**src/rtl/io_pkg.sv**
```systemverilog
// Shared register map for the memory-mapped input port: offsets, STATUS bit
// positions, W1C bit positions and the per-button status record.
package io_pkg;

    localparam logic [2:0] STATUS_OFF = 3'h0;
    localparam logic [2:0] SWITCH_OFF = 3'h4;

    localparam int ST_LSTICKY  = 0;
    localparam int ST_RSTICKY  = 1;
    localparam int ST_LLEVEL   = 2;
    localparam int ST_RLEVEL   = 3;
    localparam int ST_LCNT_LSB = 8;
    localparam int ST_RCNT_LSB = 16;

    localparam int W1C_LSTICKY = 0;
    localparam int W1C_RSTICKY = 1;
    localparam int W1C_COUNTS  = 8;

    localparam int NUM_BTNS = 2;

    typedef struct packed {
        logic       sticky;
        logic       level;
        logic [7:0] presses;
    } btn_status_t;

    function automatic logic [31:0] pack_status(input btn_status_t l, input btn_status_t r);
        logic [31:0] s;
        s                        = '0;
        s[ST_LSTICKY]            = l.sticky;
        s[ST_RSTICKY]            = r.sticky;
        s[ST_LLEVEL]             = l.level;
        s[ST_RLEVEL]             = r.level;
        s[ST_LCNT_LSB +: 8]      = l.presses;
        s[ST_RCNT_LSB +: 8]      = r.presses;
        return s;
    endfunction

endpackage

```
**src/rtl/io_debounce.sv**
```systemverilog
// Two-flop synchroniser followed by a stability counter; the level only takes
// a new value once the synced input has differed from it for CYCLES cycles.
module io_debounce #(
    parameter int WIDTH  = 1,
    parameter int CYCLES = 1000000
) (
    input  logic             clk,
    input  logic             reset,
    input  logic [WIDTH-1:0] raw,
    output logic [WIDTH-1:0] level
);

    localparam int CW = (CYCLES > 1) ? $clog2(CYCLES) : 1;
    localparam logic [CW-1:0] LAST = CW'(CYCLES - 1);

    logic [WIDTH-1:0] meta;
    logic [WIDTH-1:0] synced;
    logic [CW-1:0]    count;

    always_ff @(posedge clk) begin
        if (reset) begin
            meta   <= '0;
            synced <= '0;
            level  <= '0;
            count  <= '0;
        end else begin
            meta   <= raw;
            synced <= meta;
            // A vector that keeps changing while it differs keeps counting;
            // whatever it holds at the final cycle is captured whole.
            if (synced == level) begin
                count <= '0;
            end else if (count == LAST) begin
                level <= synced;
                count <= '0;
            end else begin
                count <= count + 1'b1;
            end
        end
    end

endmodule

```
**src/rtl/io_input_port.sv**
```systemverilog
// Memory-mapped button/switch responder on the CPU data bus: debounced levels,
// sticky press flags with W1C clear, wrapping press counters, combinational reads.
module io_input_port
    import io_pkg::*;
#(
    parameter logic [31:0] BASE_ADDR       = 32'h0000_0080,
    parameter int          DEBOUNCE_CYCLES = 1000000
) (
    input  logic        clk,
    input  logic        reset,
    input  logic        writeEN,
    input  logic [31:0] dataAdr,
    input  logic [31:0] writeData,
    input  logic        btnL,
    input  logic        btnR,
    input  logic [15:0] switch,
    output logic        hit,
    output logic [31:0] readData
);

    logic [NUM_BTNS-1:0]      btn_level;
    logic [NUM_BTNS-1:0]      btn_prev;
    logic [NUM_BTNS-1:0]      rise;
    logic [NUM_BTNS-1:0]      sticky;
    logic [NUM_BTNS-1:0]      clr_sticky;
    logic [NUM_BTNS-1:0][7:0] presses;
    logic [15:0]              sw_level;
    logic [2:0]               offset;
    logic                     status_wr;
    logic                     clr_counts;
    btn_status_t              l_stat;
    btn_status_t              r_stat;
    logic                     unused_bits;

    io_debounce #(.WIDTH(1), .CYCLES(DEBOUNCE_CYCLES)) u_deb_l (
        .clk   (clk),
        .reset (reset),
        .raw   (btnL),
        .level (btn_level[0])
    );

    io_debounce #(.WIDTH(1), .CYCLES(DEBOUNCE_CYCLES)) u_deb_r (
        .clk   (clk),
        .reset (reset),
        .raw   (btnR),
        .level (btn_level[1])
    );

    io_debounce #(.WIDTH(16), .CYCLES(DEBOUNCE_CYCLES)) u_deb_sw (
        .clk   (clk),
        .reset (reset),
        .raw   (switch),
        .level (sw_level)
    );

    // Byte lanes within a word are irrelevant; only word offset 0 or 4 matters.
    assign offset     = {dataAdr[2], 2'b00};
    assign hit        = (dataAdr[31:3] == BASE_ADDR[31:3]);
    assign status_wr  = writeEN && hit && (offset == STATUS_OFF);
    assign clr_counts = status_wr && writeData[W1C_COUNTS];
    assign clr_sticky = status_wr ? {writeData[W1C_RSTICKY], writeData[W1C_LSTICKY]}
                                  : '0;
    assign rise       = btn_level & ~btn_prev;

    always_ff @(posedge clk) begin
        if (reset) begin
            btn_prev <= '0;
            sticky   <= '0;
            presses  <= '0;
        end else begin
            btn_prev <= btn_level;
            // A press landing on a clear wins for the flag; a counter clear
            // wins over a simultaneous increment.
            for (int i = 0; i < NUM_BTNS; i++) begin
                if (rise[i]) begin
                    sticky[i] <= 1'b1;
                end else if (clr_sticky[i]) begin
                    sticky[i] <= 1'b0;
                end
                if (clr_counts) begin
                    presses[i] <= '0;
                end else if (rise[i]) begin
                    presses[i] <= presses[i] + 8'd1;
                end
            end
        end
    end

    always_comb begin
        l_stat = '{sticky: sticky[0], level: btn_level[0], presses: presses[0]};
        r_stat = '{sticky: sticky[1], level: btn_level[1], presses: presses[1]};
    end

    always_comb begin
        readData = '0;
        if (hit) begin
            if (offset == SWITCH_OFF) begin
                readData = {16'h0000, sw_level};
            end else begin
                readData = pack_status(l_stat, r_stat);
            end
        end
    end

    assign unused_bits = ^{dataAdr[1:0], writeData[31:9], writeData[7:2]};

endmodule

```
**config.mk**
```make
export PLATFORM = sky130hd
export DESIGN_NAME = io_input_port
export DESIGN_NICKNAME = d
export VERILOG_FILES = /design/src/rtl/io_pkg.sv /design/src/rtl/io_debounce.sv /design/src/rtl/io_input_port.sv
export SDC_FILE = /design/constraint.sdc
export NUM_CORES = 1
export LEC_CHECK = 0
export ABC_AREA = 1
export BUFFER_PORTS_ARGS = -buffer_cell sky130_fd_sc_hd__buf_2
export CAP_MARGIN = 20
export CELL_PAD_IN_SITES_DETAIL_PLACEMENT = 1
export CELL_PAD_IN_SITES_GLOBAL_PLACEMENT = 1
export CORE_MARGIN = 4
export CORE_UTILIZATION = 39
export DETAILED_ROUTE_END_ITERATION = 10
export PLACE_DENSITY = 0.75
export SYNTH_ARGS = -nofsm -noshare
export SYNTH_HDL_FRONTEND = slang
export SYNTH_SLANG_ARGS = --single-unit
export TNS_END_PERCENT = 20
```
**constraint.sdc**
```tcl
create_clock -name clk -period 1.7 [get_ports clk]
set_input_delay 0.255 -clock clk [delete_from_list [all_inputs] [get_ports clk]]
set_output_delay 0.255 -clock clk [all_outputs]
set_load 0.1 [all_outputs]
```
==> results of run 1 <==
## through the flow
step                total power, uW  TNS, ns
finish                         7730    -2.36
global route                   8010    -3.84
CTS                            7810    -2.42
detailed placement             3680    -2.70
global placement               3670    -2.65
floorplan                      3570    -6.78
## state kept, by name, summed over array words and instances (netlist names), 8 cells and up
register,cells
u_deb_sw.count,20
u_deb_r.count,20
u_deb_sw.meta,16
l_stat,8
u_deb_sw.level,16
u_deb_sw.synced,16
u_deb_l.count,20
presses,8
## Yosys cell counts
master	n
nor2_1	205
nand2_1	181
dfxtp_1	134
inv_1	126
a21oi_1	43
nand3_1	40
xor2_1	35
nor2_2	23
nor3_1	20
nand4_1	16
xnor2_1	13
buf_6	12
buf_4	8
clkbuf_1	7
nand2_2	6
nor3_2	6
o21ai_0	6
ha_1	5
nand3_2	5
nor2_4	5
nor3b_1	5
mux2i_1	4
nand3b_1	4
buf_2	3
or2_1	3
nor4_2	2
a21o_1	1
a31oi_1	1
and3_1	1
buf_1	1
conb_1	1
inv_2	1
nand2_4	1
nand3b_4	1
nand4_2	1
nor4_1	1
or2_2	1
## timing repair
action	CTS	global route
pin swaps	0	1
gates resized for setup	3	19
endpoints found under the setup margin	25	91
## logic make-up (layout without fill, tap and decap cells)
| family | after synthesis | count (layout) | synth area share [%] |
|---|---|---|---|
| flops | 134 | 134 | 40.9 |
| simple gates | 527 | 527 | 36.2 |
| xor+xnor | 48 | 48 | 6.41 |
| compound gates | 51 | 51 | 3.95 |
| buf+inv | 158 | 254 | 10.9 |
| mux | 4 | 4 | 0.611 |
| other cells | 1 | 9 | 0.0572 |
| fa+ha+maj | 5 | 5 | 0.954 |
## critical path: stages
cell and delay (ns):
buf_6 0.09, or2_4 0.24, nor4_4 0.26, nand4_4 0.18, buf_12 0.22, nor2_4 0.13, buf_12 0.18
## power groups by stage
| stage | Combinational [uW] | Clock (uW) | Sequential, uW |
|---|---|---|---|
| 5_1_grt | 463 | 4340 | 3220 |
| 3_5_place_dp | 401 | 0 | 3280 |
| 3_3_place_gp | 392 | 0 | 3280 |
| 4_1_cts | 411 | 4180 | 3210 |
| 2_1_floorplan | 298 | 0 | 3270 |
| 6_report | 415 | 4100 | 3210 |
## metal layers
layer  track usage [%]  vias to the layer above  part of all wire, %
met1              20.8                     2752                   44
met5                 0                        -                    0
li1                  -                     3017                    -
met3              3.87                       14                  3.3
met2              32.5                       70                   52
met4              5.76                        0                  1.1
## final timing paths
path | slack [ns] | from | end
worst min register to register | 0.40 | u_deb_sw.meta[3] | u_deb_sw.synced[3]
worst min-delay path | 0.04 | switch[1] | u_deb_sw.meta[1]
worst max register to register | 0.09 | u_deb_sw.level[11] | u_deb_sw.level[11]
worst max-delay path | -0.13 | dataAdr[16] | readData[1]
## final cells by class
class | count | area share (%)
antenna | 1 | 0.0294
clock buffer | 20 | 5.49
clock inverter | 12 | 2.34
inverter | 127 | 5.65
multi-input combinational | 643 | 40.1
sequential | 134 | 31.6
tap | 220 | 3.24
timing repair buffer | 95 | 11.5
==> flow_summary.yaml, run 1 <==
critical_path:
  crit_arrival_ns: 1.57
  required_ns: 1.44
  reg2regPathDepth: 10
  startpoint_type: "input port"
  end_kind: "output pin"
  path_max_fanout: 15
  crit_type: "input port to output pin"
synthesis:
  synthCells: 928
  synth.area.top_cells: "dfxtp_1 (41%), nor2_1 (12%), nand2_1 (10%)"
  ys_ff_latch: 134
  synth_warnings: 0
  seq_area_frac_synth_pct: 40.9
  ys_types: 37
  yosys.area.top_type_share_pct: 40.9
  synth_top_area_cell: "dfxtp_1"
  synth.avg_cell_area_um2: 7.06
  synth_area_um2: 6560
sta:
  timing.final.ws_setup_ns: -0.126
  rsz0062_at_grt: "yes"
  clock_skew_ns: 0.00740
  hold_violations: 0
  setup_viol: 25
  fin_crit_sh_pct: 107
  whs_ns: 0.0425
  maxSlewViolCount: 0
  max_freq_mhz: 548
  fin_crit_ns: 1.83
layout:
  final_common_cell: "nor2_1"
  final_cell_area_um2: 8500
  syn_to_final_growth_pct: 29.6
  multi_input_area_um2: 3410
  regArea_um2: 2690
  postLayoutCoreUtil_pct: 51.4
  fin_cells: 1252
  final_nets: 1108
  n_fill_cell: 2066
  drive_above_1_share_pct: 19.5
  most-common-layout-cells: "nor2_1 (193), nand2_1 (181), dfxtp_1 (131)"
pwr:
  irDropWorstVdd_mv: 0.828
  swShare_pct: 21.8
  seqPwrFrac_pct: 41.6
  switching_power_uw: 1690
  power_density_nw_per_um2: 910
  p_int_uw: 6040
  p_leak_uw: 0.00323
  p_comb_share_pct: 5.4
  clkPwrFrac_pct: 53.1
routing:
  dr.pass1.iters: 4
  drt_iter0_drc: 233
  via_per_inst: 4.67
  wire_per_inst_um: 13.2
  route.detailed.drc: 0
  routed_wl_mm: 16.5
  dr_total_vias: 5853
  ant_nets: 0
floorplanning:
  rows: 47
  ioPinCount: 118
  die_h_um: 138
  start_util_pct: 39.7
  die_area_um2: 18900
  fp.dieW_um: 138
  core_area_um2: 16500
global_route:
  grt.total_usage_pct: 17.9
  gr-total-overflow: 0
  grt_first_pass_wirelength_mm: 27.3
  grt_max_degree: 42
  grt_antenna_before_repair: 1
  first_global_vias: 5910
hold_path:
  holdPathStages: 3
  hold_path_class: "input port to flop"
place:
  dpl-instance-area_um2: 7740
  dp.cells: 1219
  place_ws_ns: -0.137
  port_buffers: 78
  gp_congestion: 0.769
  dp_hpwl_mm: 11.6
cts:
  clkTransAtPathRegs_ns: 0.06
  htreeDepth: 4
  holdBufCountCts: 0
  postCtsSetupBuffers: 0
  clock-sinks: 134
  cts-root-buf: "clkbuf_16"
  clock_latency_ns: 0.41
  cts_buffers: 17
  cts_tree: "built"
  ctsLongestPathBuffers: 2
run_status:
  status: "finished with violations"
  violations: "setup timing"
job:
  timing.max_cap.violations: 0
No activity file was read; power rests on OpenSTA's default activity.
==> run 2: changes to the inputs <==
==> constraint.sdc (replaced) <==
create_clock -name clk -period 1.7 [get_ports clk]
set_input_delay 0.34 -clock clk [delete_from_list [all_inputs] [get_ports clk]]
set_output_delay 0.34 -clock clk [all_outputs]
set_load 0.1 [all_outputs]
==> run 2 against run 1 <==
Effect of this change: the run still ends with setup timing left; sequential power hardly changed; largest cell class unchanged; first-iteration DRC count is 1.3% higher; core utilization is 0.80 points lower; total power is 10% lower; critical path type unchanged; wire length is 2.1% lower; cell count is 0.24% higher; worst setup slack worse by 0.19 ns; sequential share of layout area is 0.49 points higher; non-clock buffer count is 3 higher; clock skew hardly changed; cell area is 1.6% lower; clock-buffer cell count is 3 lower; largest power group unchanged.
==> flow_summary.yaml, run 2 (synthesis results as in run 1) <==
place:
  port_buffers: 78
  dp.cells: 1222
  dp_hpwl_mm: 11.9
  dpl-instance-area_um2: 7750
  gp_congestion: 0.804
sta:
  setup_viol: 25
  whs_ns: 0.120
  rsz0062_at_grt: "yes"
  fin_crit_sh_pct: 119
  max_freq_mhz: 495
  fin_crit_ns: 2.02
  hold_violations: 0
  clock_skew_ns: 0.00779
  timing.final.ws_setup_ns: -0.320
  maxSlewViolCount: 0
routing:
  routed_wl_mm: 16.2
  dr.pass1.iters: 4
  drt_iter0_drc: 236
  dr_total_vias: 5790
  route.detailed.drc: 0
  wire_per_inst_um: 12.9
  ant_nets: 0
  via_per_inst: 4.61
cts:
  htreeDepth: 4
  clock_latency_ns: 0.42
  cts-root-buf: "clkbuf_16"
  cts_buffers: 17
  clock-sinks: 134
  cts_tree: "built"
  ctsLongestPathBuffers: 2
  clkTransAtPathRegs_ns: 0.06
  postCtsSetupBuffers: 0
  holdBufCountCts: 0
floorplanning:
  die_h_um: 138
  start_util_pct: 39.7
  die_area_um2: 18900
  core_area_um2: 16500
  fp.dieW_um: 138
  ioPinCount: 118
  rows: 47
pwr:
  p_total_uw: 6950
  power_density_nw_per_um2: 831
  p_leak_uw: 0.00316
  irDropWorstVdd_mv: 0.756
critical_path:
  end_kind: "output pin"
  startpoint_type: "input port"
  crit_arrival_ns: 1.68
  crit_type: "input port to output pin"
  path_max_fanout: 15
  required_ns: 1.36
global_route:
  grt_first_pass_wirelength_mm: 27.6
  grt_antenna_before_repair: 1
  grt.total_usage_pct: 18.2
  grt_max_degree: 42
  gr-total-overflow: 0
  first_global_vias: 5896
layout:
  n_fill_cell: 2072
  regArea_um2: 2690
  final_cell_area_um2: 8370
  syn_to_final_growth_pct: 27.6
  final_common_cell: "nor2_1"
  fin_cells: 1255
  drive_above_1_share_pct: 19.1
  largest_registers: "u_deb_l.count x20, u_deb_r.count x20, u_deb_sw.count x20"
  multi_input_area_um2: 3390
  final_nets: 1111
  most-common-layout-cells: "nor2_1 (196), nand2_1 (181), dfxtp_1 (132)"
job:
  timing.max_cap.violations: 0
hold_path:
  hold_path_class: "input port to flop"
run_status:
  violations: "setup timing"
  status: "finished with violations"
-- run 2: routing by layer --
layer	track usage (%)	wire length, um
met5	0	0
met3	3.65	480
met2	33.3	8400
met4	5.99	193
met1	21.2	7110
-- run 2: path summary, 6_finish.rpt --
check                         start                  end  slack (ns)  depth (start not counted)
setup / recovery        dataAdr[16]          readData[1]       -0.32                          7
hold / removal            switch[1]     u_deb_sw.meta[1]        0.12                          3
hold reg to reg   u_deb_sw.meta[12]  u_deb_sw.synced[12]        0.40                          2
setup reg to reg  u_deb_sw.count[0]   u_deb_sw.level[13]        0.12                          9
-- run 2: report_power, final --
part,total [uW],leakage (uW),internal [uW],switching (uW)
Combinational,418,0.00182,136,282
Clock,3320,0.000251,1860,1460
Sequential,3210,0.00109,3190,22.3
Total,6950,0.00316,5190,1770
-- run 2: per-stage QoR --
stage               setup TNS [ns]  utilization (%)  setup WS (ns)
floorplan                   -11.03                -         -0.502
global placement             -6.89             46.9         -0.306
detailed placement           -7.50             46.9         -0.353
CTS                          -6.94             50.3         -0.331
global route                 -8.31             50.6         -0.388
finish                       -6.64             50.6         -0.320
-- run 2: critical path, cell delays in order --
cell,delay (ns)
buf_6,0.09
or2_4,0.24
nor4_4,0.26
nand4_4,0.18
buf_12,0.22
nor2_4,0.15
buf_12,0.18
-- run 2: area by class of cell --
class                   instances  share of cell area [%]
multi-input cells             643                    40.5
flip-flops and latches        134                    32.1
repair buffers                 98                    11.9
inverters                     127                    5.74
clock buffers                  17                    5.08
well taps                     220                    3.29
clock inverters                15                    1.32
diodes                          1                  0.0299
-- run 2: timing repair --
item	4_1_cts	5_1_grt
hold endpoints to repair	0	0
endpoints found under the setup margin	25	77
pin swaps	1	0
resized for setup	3	14
==> run 3: changes to the inputs <==
--- a/config.mk
+++ b/config.mk
@@ -12,2 +12,3 @@
 export CELL_PAD_IN_SITES_GLOBAL_PLACEMENT = 1
+export CORE_ASPECT_RATIO = 0.6
 export CORE_MARGIN = 4
@@ -16,2 +17,3 @@
 export PLACE_DENSITY = 0.75
+export SETUP_SLACK_MARGIN = 0.3
 export SYNTH_ARGS = -nofsm -noshare
--- a/constraint.sdc
+++ b/constraint.sdc
@@ -3,2 +3,2 @@
 set_output_delay 0.34 -clock clk [all_outputs]
-set_load 0.1 [all_outputs]
+set_load 0.05 [all_outputs]
==> run 3 against run 2 <==
Effect of this change: the run still ends with setup timing left; maximum frequency rose by 0.81%; sequential power barely moved; total power rose by 4.2%; clock power rose by 6.9%; sequential share of layout area fell by 2.1 points; register-to-register slack got worse by 0.03 ns; non-clock buffer count rose by 18; critical path type unchanged.
==> flow_summary.yaml, run 3 (synthesis results as in run 1) <==
floorplanning:
  core_area_um2: 16400
  die_area_um2: 19000
  die_h_um: 108
  fp.dieW_um: 175
  rows: 36
  start_util_pct: 40.1
  ioPinCount: 118
hold_path:
  holdPathStages: 3
  hold_end: "u_deb_sw.meta[8]"
  hold_path.startpoint: "switch[8]"
  hold_path_class: "input port to flop"
global_route:
  first_global_vias: 6140
  gr-total-overflow: 0
  grt.total_usage_pct: 20.2
  grt_antenna_before_repair: 0
  grt_first_pass_wirelength_mm: 30.9
  grt_max_degree: 42
critical_path:
  end_kind: "output pin"
  path_max_fanout: 22
  required_ns: 1.36
  reg2regPathDepth: 9
  reg2reg_slack_ns: 0.09
  slowest_delay_ns: 0.27
  r2r_end: "u_deb_sw.count[16]"
  cpMaxStageDelayCell: "nor4_4"
  crit_chain: "buf_6 > or2_4 > nor4_4 > nand4_4 > buf_12 > nor2_2 > buf_6"
  cp_common_cell: "buf_6"
  crit_type: "input port to output pin"
  rr_startpoint: "u_deb_sw.synced[9]"
  startpoint_type: "input port"
  crit_arrival_ns: 1.66
sta:
  fin_crit_ns: 2.00
  rsz0062_at_grt: "yes"
  maxSlewViolCount: 0
  worstMarginPinSlew_ns: 0.532
  whs_ns: 0.115
  max_freq_mhz: 499
  fin_setup_tns_ns: -5.96
  hold_violations: 0
  timing.final.ws_setup_ns: -0.304
  setup_viol: 25
  clock_skew_ns: 0.0148
  relSlewSlack_pct: 64.5
  fin_crit_sh_pct: 118
cts:
  ctsLongestPathBuffers: 2
  clock_latency_ns: 0.42
  clkTransAtPathRegs_ns: 0.06
  htreeDepth: 4
  holdBufCountCts: 0
  cts-root-buf: "clkbuf_16"
  cts_tree: "built"
  cts_buffers: 17
  clock-sinks: 134
place:
  dpl-instance-area_um2: 7490
  port_buffers: 78
  gp_congestion: 0.814
  dp_hpwl_mm: 12.8
layout:
  final_common_cell: "nand2_1"
  syn_to_final_growth_pct: 41.7
  n_fill_cell: 1992
  most-common-layout-cells: "nand2_1 (155), nor2_1 (145), inv_1 (111)"
  largest_registers: "u_deb_l.count x20, u_deb_r.count x20, u_deb_sw.count x20"
  final_nets: 1129
  final_cell_area_um2: 9290
  drive_above_1_share_pct: 39.7
  num_antenna_cells: 0
run_status:
  status: "finished with violations"
  violations: "setup timing"
pwr:
  p_leak_uw: 0.00349
  power_density_nw_per_um2: 779
  irDropWorstVdd_mv: 0.462
routing:
  drt_iter0_drc: 319
  ant_nets: 0
  dr.pass1.iters: 4
  via_per_inst: 4.78
  routed_wl_mm: 19.7
  wire_per_inst_um: 15.4
  dr_total_vias: 6113
  route.detailed.drc: 0
job:
  timing.max_cap.violations: 0
-- run 3: cell types whose count changed in the layout (fill, tap and decap cells not counted), moves of 24 or more --
cell and delta:
nand2_1 -26, dfxtp_2 +35, nor2_4 +29, nor2_1 -51, buf_12 -24, dfxtp_1 -50
-- run 3: how the worst max path moves through the flow --
stage / startpoint / to / slack, ns / cells after the start
finish: dataAdr[20] / readData[3] / -0.30 / 7
global route: dataAdr[20] / readData[3] / -0.34 / 7
CTS: dataAdr[20] / readData[3] / -0.31 / 7
detailed placement: dataAdr[20] / readData[3] / -0.46 / 7
global placement: dataAdr[20] / readData[2] / -0.38 / 7
floorplan: dataAdr[16] / readData[10] / -0.23 / 5
-- run 3: critical path, delay by kind of cell --
kind          cells  cell delay (ns)
buf+inv           3             0.48
simple gates      4             0.80
-- run 3: per-stage QoR --
| stage | utilization, % | setup slack, ns | total power [uW] | cells |
|---|---|---|---|---|
| after detailed placement | 45.8 | -0.456 | 3670 | 1248 |
| final | 56.8 | -0.304 | 7240 | 1280 |
| after global routing | 56.8 | -0.338 | 7530 | 1280 |
| after CTS | 52.9 | -0.311 | 7250 | 1280 |
| after floorplan | - | -0.229 | 3530 | 935 |
| after global placement | 45.8 | -0.385 | 3660 | 1248 |
-- run 3: metal layers --
layer	part of all wire (%)	GRT usage (%)	vias to the layer above
met2	47	32.3	124
met1	48	28.0	2908
met5	0	0	-
li1	-	-	3065
met4	0.96	5.55	0
met3	4.2	4.02	16
-- run 3: final cells by class --
class	instances	area, um2	area share, %
Sequential cell	134	2790	30.0
Inverter	127	488	5.25
Multi-Input combinational cell	643	4200	45.2
Clock inverter	13	124	1.33
Tap cell	228	285	3.07
Clock buffer	19	443	4.77
Timing Repair Buffer	116	967	10.4
-- run 3: report_power, final --
group	switching, uW	internal, uW	leakage (uW)	total (uW)
clock	1480	2070	0.000270	3550
combinational	312	180	0.00211	492
sequential	30.7	3170	0.00112	3200
total	1830	5420	0.00349	7240
-- run 3: what timing repair did --
| item | in CTS | in global routing |
|---|---|---|
| hold endpoints to repair | 0 | 0 |
| endpoints found under the setup margin | 107 | 113 |
| gates resized for setup | 170 | 197 |
| setup buffers | 0 | 0 |
| pin swaps | 77 | 138 |
